**src/rtl/vga_stream_src_pkg.sv**
```systemverilog
// vga_stream_src_pkg: 640x480@60 timing defaults, RGB565 colours and counter types shared by the VGA stream source
package vga_stream_src_pkg;
  localparam int CNT_W = 11;
  localparam int H_SYNC_DEF = 96;
  localparam int H_BACK_DEF = 48;
  localparam int H_ACTIVE_DEF = 640;
  localparam int H_FRONT_DEF = 16;
  localparam int V_SYNC_DEF = 2;
  localparam int V_BACK_DEF = 33;
  localparam int V_ACTIVE_DEF = 480;
  localparam int V_FRONT_DEF = 10;
  localparam int H_TOTAL_DEF = H_SYNC_DEF + H_BACK_DEF + H_ACTIVE_DEF + H_FRONT_DEF;
  localparam int V_TOTAL_DEF = V_SYNC_DEF + V_BACK_DEF + V_ACTIVE_DEF + V_FRONT_DEF;
  typedef logic [CNT_W-1:0] cnt_t;
  typedef logic [15:0] rgb565_t;
  typedef struct packed {
    logic h_act;
    logic v_act;
    logic hs_raw;
    logic vs_raw;
  } tdec_t;
  localparam rgb565_t RGB_BLACK = 16'h0000;
  localparam rgb565_t RGB_WHITE = 16'hFFFF;
  localparam rgb565_t BAR_COLORS [8] = '{RGB_WHITE, 16'hFFE0, 16'h07FF, 16'h07E0,
                                         16'hF81F, 16'hF800, 16'h001F, RGB_BLACK};
  function automatic rgb565_t bar_color(input logic [2:0] idx);
    return BAR_COLORS[idx];
  endfunction
endpackage

```
**src/rtl/vga_timing_cnt.sv**
```systemverilog
// vga_timing_cnt: free-running h/v pixel counters with active-window and sync decode
// Ports: i_clk, i_rst_n (async active-low), o_h_cnt/o_v_cnt (current position),
//        o_dec (h_act, v_act, hs_raw, vs_raw; sync raw flags are active-high)
module vga_timing_cnt
  import vga_stream_src_pkg::*;
#(
  parameter int H_SYNC = H_SYNC_DEF,
  parameter int H_BACK = H_BACK_DEF,
  parameter int H_ACTIVE = H_ACTIVE_DEF,
  parameter int H_FRONT = H_FRONT_DEF,
  parameter int V_SYNC = V_SYNC_DEF,
  parameter int V_BACK = V_BACK_DEF,
  parameter int V_ACTIVE = V_ACTIVE_DEF,
  parameter int V_FRONT = V_FRONT_DEF
) (
  input  logic  i_clk,
  input  logic  i_rst_n,
  output cnt_t  o_h_cnt,
  output cnt_t  o_v_cnt,
  output tdec_t o_dec
);
  localparam cnt_t H_LAST = cnt_t'(H_SYNC + H_BACK + H_ACTIVE + H_FRONT - 1);
  localparam cnt_t V_LAST = cnt_t'(V_SYNC + V_BACK + V_ACTIVE + V_FRONT - 1);
  localparam cnt_t H_BEG = cnt_t'(H_SYNC + H_BACK);
  localparam cnt_t H_END = cnt_t'(H_SYNC + H_BACK + H_ACTIVE);
  localparam cnt_t V_BEG = cnt_t'(V_SYNC + V_BACK);
  localparam cnt_t V_END = cnt_t'(V_SYNC + V_BACK + V_ACTIVE);
  localparam cnt_t H_SW = cnt_t'(H_SYNC);
  localparam cnt_t V_SW = cnt_t'(V_SYNC);
  cnt_t r_h_cnt, r_v_cnt;
  logic w_h_wrap;
  assign w_h_wrap = r_h_cnt == H_LAST;
  always_ff @(posedge i_clk or negedge i_rst_n) begin
    if (!i_rst_n) begin
      r_h_cnt <= '0;
      r_v_cnt <= '0;
    end else begin
      r_h_cnt <= w_h_wrap ? '0 : r_h_cnt + 1'b1;
      if (w_h_wrap) r_v_cnt <= (r_v_cnt == V_LAST) ? '0 : r_v_cnt + 1'b1;
    end
  end
  assign o_h_cnt = r_h_cnt;
  assign o_v_cnt = r_v_cnt;
  assign o_dec.h_act = (r_h_cnt >= H_BEG) && (r_h_cnt < H_END);
  assign o_dec.v_act = (r_v_cnt >= V_BEG) && (r_v_cnt < V_END);
  assign o_dec.hs_raw = r_h_cnt < H_SW;
  assign o_dec.vs_raw = r_v_cnt < V_SW;
endmodule

```
**src/rtl/vga_stream_src.sv**
```systemverilog
// vga_stream_src: VGA timing generator that streams RGB565 pixels from a non-show-ahead FIFO
// Ports: vga_clk, rst_n (async active-low); fifo_rd_en/fifo_rd_data/fifo_empty (FIFO read side,
//        data valid the cycle after the request); test_mode (colour bars, only with VGA_COLORBAR_EN);
//        oVGA_hs/oVGA_vs/oVGA_de/oRGB_565 (video out, 1-cycle latency from counters);
//        frame_start (pulse on first output cycle of a frame); underflow (sticky per frame).
// Build option: define VGA_COLORBAR_EN to add the internal colour-bar pattern source.
module vga_stream_src
  import vga_stream_src_pkg::*;
#(
  parameter int H_SYNC = H_SYNC_DEF,
  parameter int H_BACK = H_BACK_DEF,
  parameter int H_ACTIVE = H_ACTIVE_DEF,
  parameter int H_FRONT = H_FRONT_DEF,
  parameter int V_SYNC = V_SYNC_DEF,
  parameter int V_BACK = V_BACK_DEF,
  parameter int V_ACTIVE = V_ACTIVE_DEF,
  parameter int V_FRONT = V_FRONT_DEF,
  parameter logic SYNC_POL = 1'b0
) (
  input  logic        vga_clk,
  input  logic        rst_n,
  output logic        fifo_rd_en,
  input  logic [15:0] fifo_rd_data,
  input  logic        fifo_empty,
  input  logic        test_mode,
  output logic        oVGA_hs,
  output logic        oVGA_vs,
  output logic        oVGA_de,
  output logic [15:0] oRGB_565,
  output logic        frame_start,
  output logic        underflow
);
  cnt_t w_h_cnt, w_v_cnt;
  tdec_t w_dec;
  logic w_act, w_starve, w_frame0;
  logic r_hs, r_vs, r_de, r_starved, r_fs, r_uf;
  vga_timing_cnt #(
    .H_SYNC(H_SYNC), .H_BACK(H_BACK), .H_ACTIVE(H_ACTIVE), .H_FRONT(H_FRONT),
    .V_SYNC(V_SYNC), .V_BACK(V_BACK), .V_ACTIVE(V_ACTIVE), .V_FRONT(V_FRONT)
  ) u_cnt (
    .i_clk(vga_clk),
    .i_rst_n(rst_n),
    .o_h_cnt(w_h_cnt),
    .o_v_cnt(w_v_cnt),
    .o_dec(w_dec)
  );
  assign w_act = w_dec.h_act & w_dec.v_act;
  assign w_frame0 = (w_h_cnt == '0) && (w_v_cnt == '0);
  // A read issued on an empty FIFO returns nothing; remember it so the pixel is blanked.
  assign w_starve = fifo_rd_en & fifo_empty;
  always_ff @(posedge vga_clk or negedge rst_n) begin
    if (!rst_n) begin
      r_hs <= ~SYNC_POL;
      r_vs <= ~SYNC_POL;
      r_de <= 1'b0;
      r_starved <= 1'b0;
      r_fs <= 1'b0;
      r_uf <= 1'b0;
    end else begin
      r_hs <= w_dec.hs_raw ? SYNC_POL : ~SYNC_POL;
      r_vs <= w_dec.vs_raw ? SYNC_POL : ~SYNC_POL;
      r_de <= w_act;
      r_starved <= w_starve;
      r_fs <= w_frame0;
      r_uf <= w_starve | (r_uf & ~w_frame0);
    end
  end
`ifdef VGA_COLORBAR_EN
  cnt_t w_x;
  logic [2:0] w_bar_idx;
  logic r_test;
  rgb565_t r_bar;
  assign fifo_rd_en = w_act & ~test_mode;
  assign w_x = w_h_cnt - cnt_t'(H_SYNC + H_BACK);
  // Only meaningful inside the active window; out-of-window values are masked by de.
  assign w_bar_idx = 3'((32'(w_x) * 32'd8) / 32'(H_ACTIVE));
  always_ff @(posedge vga_clk or negedge rst_n) begin
    if (!rst_n) begin
      r_test <= 1'b0;
      r_bar <= RGB_BLACK;
    end else begin
      r_test <= test_mode;
      r_bar <= bar_color(w_bar_idx);
    end
  end
  assign oRGB_565 = !r_de ? RGB_BLACK : r_test ? r_bar : r_starved ? RGB_BLACK : fifo_rd_data;
`else
  logic w_unused;
  assign w_unused = test_mode;
  assign fifo_rd_en = w_act;
  assign oRGB_565 = (r_de && !r_starved) ? fifo_rd_data : RGB_BLACK;
`endif
  assign oVGA_hs = r_hs;
  assign oVGA_vs = r_vs;
  assign oVGA_de = r_de;
  assign frame_start = r_fs;
  assign underflow = r_uf;
endmodule

```
**config.mk**
```make
export PLATFORM = sky130hd
export DESIGN_NAME = vga_stream_src
export DESIGN_NICKNAME = d
export VERILOG_FILES = /design/src/rtl/vga_stream_src_pkg.sv /design/src/rtl/vga_timing_cnt.sv /design/src/rtl/vga_stream_src.sv
export SDC_FILE = /design/constraint.sdc
export NUM_CORES = 1
export LEC_CHECK = 0
export CORE_UTILIZATION = 47
export DETAILED_ROUTE_END_ITERATION = 16
export PLACE_DENSITY_LB_ADDON = 0.2
export REMOVE_ABC_BUFFERS = 1
export SKIP_CTS_REPAIR_TIMING = 1
export SLEW_MARGIN = 5
export SYNTH_ARGS = -nofsm -noshare
export SYNTH_HDL_FRONTEND = slang
export SYNTH_HIERARCHICAL = 1
export SYNTH_SLANG_ARGS = --single-unit
```
**constraint.sdc**
```tcl
create_clock -name vga_clk -period 2.6 [get_ports vga_clk]
set_input_delay 0.52 -clock vga_clk [delete_from_list [all_inputs] [get_ports vga_clk]]
set_output_delay 0.52 -clock vga_clk [all_outputs]
set_load 0.01 [all_outputs]
```
Yosys cells after proc, flatten, opt, wreduce, memory -nomap -nowiden
Index checks and enable logic that the tools add are counted.
- magnitude comparators: 6
- multiplexer cells: 5
- reduce and logical (&&, ||, !) cells: 7
- eq/ne operators: 2
- bitwise operators: 5
- add/subtract/negate cells: 2
- operators by type and width (kind ; count):
    adder 11 x 1 -> 11 bit (second input constant) ; 2
    == test 11 x 10 -> 1 bit (second input constant) ; 2
    logical NOT 11 bit ; 2
    less-than comparator 11 x 10 -> 1 bit (second input constant) ; 2
    2-to-1 mux 11 bit ; 2
    2-to-1 mux 16 bit ; 1
    greater-or-equal comparator 11 x 6 -> 1 bit (second input constant) ; 1
    greater-or-equal comparator 11 x 8 -> 1 bit (second input constant) ; 1
    less-than comparator 11 x 2 -> 1 bit (second input constant) ; 1
    less-than comparator 11 x 7 -> 1 bit (second input constant) ; 1
    logical AND 1 bit ; 4
    bitwise AND 1 bit ; 3
    2-to-1 mux 1 bit ; 2
    logical NOT 1 bit ; 1
    NOT 1 bit ; 1
    OR 1 bit ; 1
- logic and storage cells: 35
- register bits after elaboration: 28
- input bits: 20
- output and inout bits: 22

Logic depth before layout (Yosys ltp)
- depth in word-level cells: 5
- mapped depth: 7

Hierarchy
The synthesis kept the hierarchy.
- modules (own cells, without submodules) (module ; sequential area each (µm²) ; cells an instance ; instances ; area each (µm²)):
    vga_timing_cnt ; 550.5 ; 112 ; 1 ; 1174.9
    vga_stream_src ; 152.6 ; 38 ; 1 ; 357.8

Least setup slack after synthesis
Ideal clock, no wire load.
- kind: register to output
- start: reg u_cnt.r_h_cnt[5] (netlist: u_cnt/o_h_cnt[5])
- end: out fifo_rd_en
- stages on the path, launching flop included: 5
- buffers on the path: 1
- data required time: 2.080 ns
- data arrival time: 1.503 ns
- slack: 0.577 ns
- path through: dfrtp_1 buf_2 or4_1 a221oi_1 and2_1
- RTL lines (what ; line ; source):
    start, declared ; vga_timing_cnt.sv:30 ; cnt_t r_h_cnt, r_v_cnt;
    start signal, assigned ; vga_timing_cnt.sv:38 ; r_h_cnt <= w_h_wrap ? '0 : r_h_cnt + 1'b1;
    end, declared ; vga_stream_src.sv:22 ; output logic fifo_rd_en,

==> impl_metrics.py <==
metrics = {
    "sta": {
        "skew_ps": 9.54,
        "setup-violations-final": 0,
        "rsz0062_at_grt": "false",
        "tns_ps": 0,
        "tightestPinTransition_ps": 339,
        "period_share_pct": 95.4,
        "finalCriticalPeriod_ps": 2480,
        "finalWorstSetupSlack_ps": 121,
        "slew_violations": 0,
        "max_freq_ghz": 0.403,
        "finalHoldViolations": 0,
        "slew_headroom_pct": 77.4,
    },
    "global_routing": {
        "grt_usage_pct": 19.5,
        "antenna_found_initial": 0,
        "grt_max_degree": 29,
        "overflow": 0,
        "grt_pass1_vias": 1184,
        "grt_pass1_wl_um": 5110,
    },
    "routing": {
        "ant_nets": 0,
        "drt_iter0_drc": 38,
        "routed_via_density": 5.33,
        "drc": 0,
        "routedWlPerCell_um": 13.2,
        "vias": 1295,
        "postRouteWirelength_um": 3200,
        "dr.pass1.iters": 4,
    },
    "yosys": {
        "async_flop_share_pct": 100,
        "synth_cells": 150,
        "synth_top_area_cell": "dfrtp_1",
        "synthFlopType": "dfrtp_1",
        "yosysSeqAreaShare_pct": 45.9,
        "ys_seq_elements": 28,
        "yosys_warnings": 6,
        "synth_edf_count": 0,
        "ys_types": 43,
        "netlist_area_um2": 1530,
        "syn_area_per_cell_um2": 10.2,
        "synth.top_cell.area_share_pct": 42.4,
        "synthTopCellsByArea": "dfrtp_1 42%, and2_1 7.3%, xnor2_1 4.6%, dfstp_2 3.4%, and3_1 2.9%",
    },
    "clock_network": {
        "cts_root_buffer": "clkbuf_4",
        "cts_tree": "built",
        "clock-sinks": 28,
        "tritoncts.num_buffers": 3,
        "clock_latency_ps": 330,
        "cts_max_level": 1,
        "clock_path_buffers": 2,
        "cts.clk_slew.worst_paths_ps": 150,
    },
    "place": {
        "place_area_um2": 2020,
        "portBuffers": 40,
        "place_ws_ps": 70.1,
        "placedCellCount": 237,
        "place.gp.congestion": 0.864,
        "dp_hpwl_um": 2390,
    },
    "finish": {
        "area_growth_pct": 36.3,
        "final_area_um2": 2090,
        "final_cell_mix": "39 x clkdlybuf4s50_1, 25 x dfrtp_1, 18 x and2_1, 10 x nor2_1, 10 x buf_4",
        "n_antenna_cell": 0,
        "final_cells": 243,
        "layout_commonest_cell": "clkdlybuf4s50_1",
        "drive_above_1_share_pct": 12.6,
        "nets": 223,
    },
    "floorplan": {
        "die_area_um2": 3490,
        "initial_utilization_pct": 49.8,
        "std_cell_rows": 20,
        "boundaryPins": 42,
        "core_um2": 3080,
        "die_x_um": 59.1,
        "die_h_um": 59.1,
    },
    "critical_path": {
        "critical_path.slowest_cell": "or4_1",
        "worstPathRequired_ps": 2080,
        "path_cells": "or4_1 > a221oi_2 > and2_1 > dlymetal6s2s_1",
        "r2r_slack_ps": 630,
        "rr_startpoint": "u_cnt/o_h_cnt[0]",
        "crit_path_start_kind": "register",
        "r2r_cells": 5,
        "worst-path-max-fanout": 2,
        "setup.worst_path.class": "reg2out",
        "critical-path-max-stage-delay_ps": 550,
        "r2r_end": "u_cnt/o_v_cnt[4]",
        "critPathArrivalTime_ps": 1960,
        "worstSetupEndpointType": "output pin",
    },
    "run_status": {
        "status": "finished, final reports clean",
    },
    "power_and_ir_drop": {
        "vdd_drop_max_mv": 0.275,
        "p_leak_nw": 0.944,
        "power_density_nw_per_um2": 326,
    },
    "job": {
        "drv_cap": 0,
    },
    "worst_hold_path": {
        "hold_path_class": "in2async",
    },
}
## cells by family after synthesis
logic type,synth area share [%]
compound gates,7.27
xor+xnor,7.43
flops,45.9
fa+ha+maj,2.45
simple gates,32.0
buf+inv,3.35
mux,1.63
## power by group
group / switching (W) / internal (W) / total [W] / leakage [nW]
Sequential: 0 / 0.000436 / 0.000436 / 0.368
Combinational: 0.0000103 / 0.0000242 / 0.0000346 / 0.556
Clock: 0.000125 / 0.0000858 / 0.000211 / 0.0210
Total: 0.000135 / 0.000546 / 0.000681 / 0.944
## worst max-delay path, delay by kind of cell (launching register included)
family	cells	cell delay, ps
flip-flops	1	400
AO/OA/AOI/OAI	1	310
AND/OR/NAND/NOR	2	740
buffers and inverters	1	180
## through the flow
stage               hold slack [ps]  power, W  utilization (%)
finish                          532  0.000681             67.9
global route                    546  0.000708             67.9
CTS                             538  0.000690             66.7
detailed placement              518  0.000479             65.5
global placement                497  0.000479             65.5
floorplan                       224  0.000444                -
## registers in the layout, indices dropped and copies added (netlist names)
name / count
u_cnt/o_v_cnt: 11
oVGA_hs: 1
frame_start: 1
oVGA_de: 1
underflow: 1
oVGA_vs: 1
u_cnt/o_h_cnt: 11
r_starved: 1
## area by class of cell
type | instances | area, µm²
inverter | 5 | 18.8
fill | 254 | 988
timing repair buffer | 50 | 478
sequential | 28 | 704
clock buffer | 4 | 36.3
multi-input combinational | 112 | 797
tap | 44 | 55.1
## worst max path at each step
stage               cells after the start    endpoint        startpoint  slack [ps]
CTS                                     4  fifo_rd_en  u_cnt/o_h_cnt[5]        -320
floorplan                               3  fifo_rd_en  u_cnt/o_h_cnt[5]         630
finish                                  4  fifo_rd_en  u_cnt/o_h_cnt[4]         120
global placement                        4  fifo_rd_en  u_cnt/o_h_cnt[4]         120
detailed placement                      4  fifo_rd_en  u_cnt/o_h_cnt[5]          70
global route                            6  fifo_rd_en  u_cnt/o_v_cnt[0]         0.2
## cell usage after synthesis, types with 4 or more instances
cell,number
and3_1,7
nor4_1,5
xnor2_1,8
inv_1,5
and2_1,18
nand3_1,4
nand2_1,6
a21oi_1,4
o21ai_0,4
nand4_1,6
nor2_1,10
xor2_1,5
dfrtp_1,26
## layer usage
| metal | track usage (%) | share of wire, % | wire length (µm) |
|---|---|---|---|
| met2 | 34.4 | 49 | 1560 |
| met4 | 8.84 | 1.6 | 52 |
| met5 | 0 | 0 | 0 |
| met1 | 22.6 | 41 | 1320 |
| met3 | 4.37 | 8.3 | 265 |
Note: power is estimated with default switching activity, not from simulation.
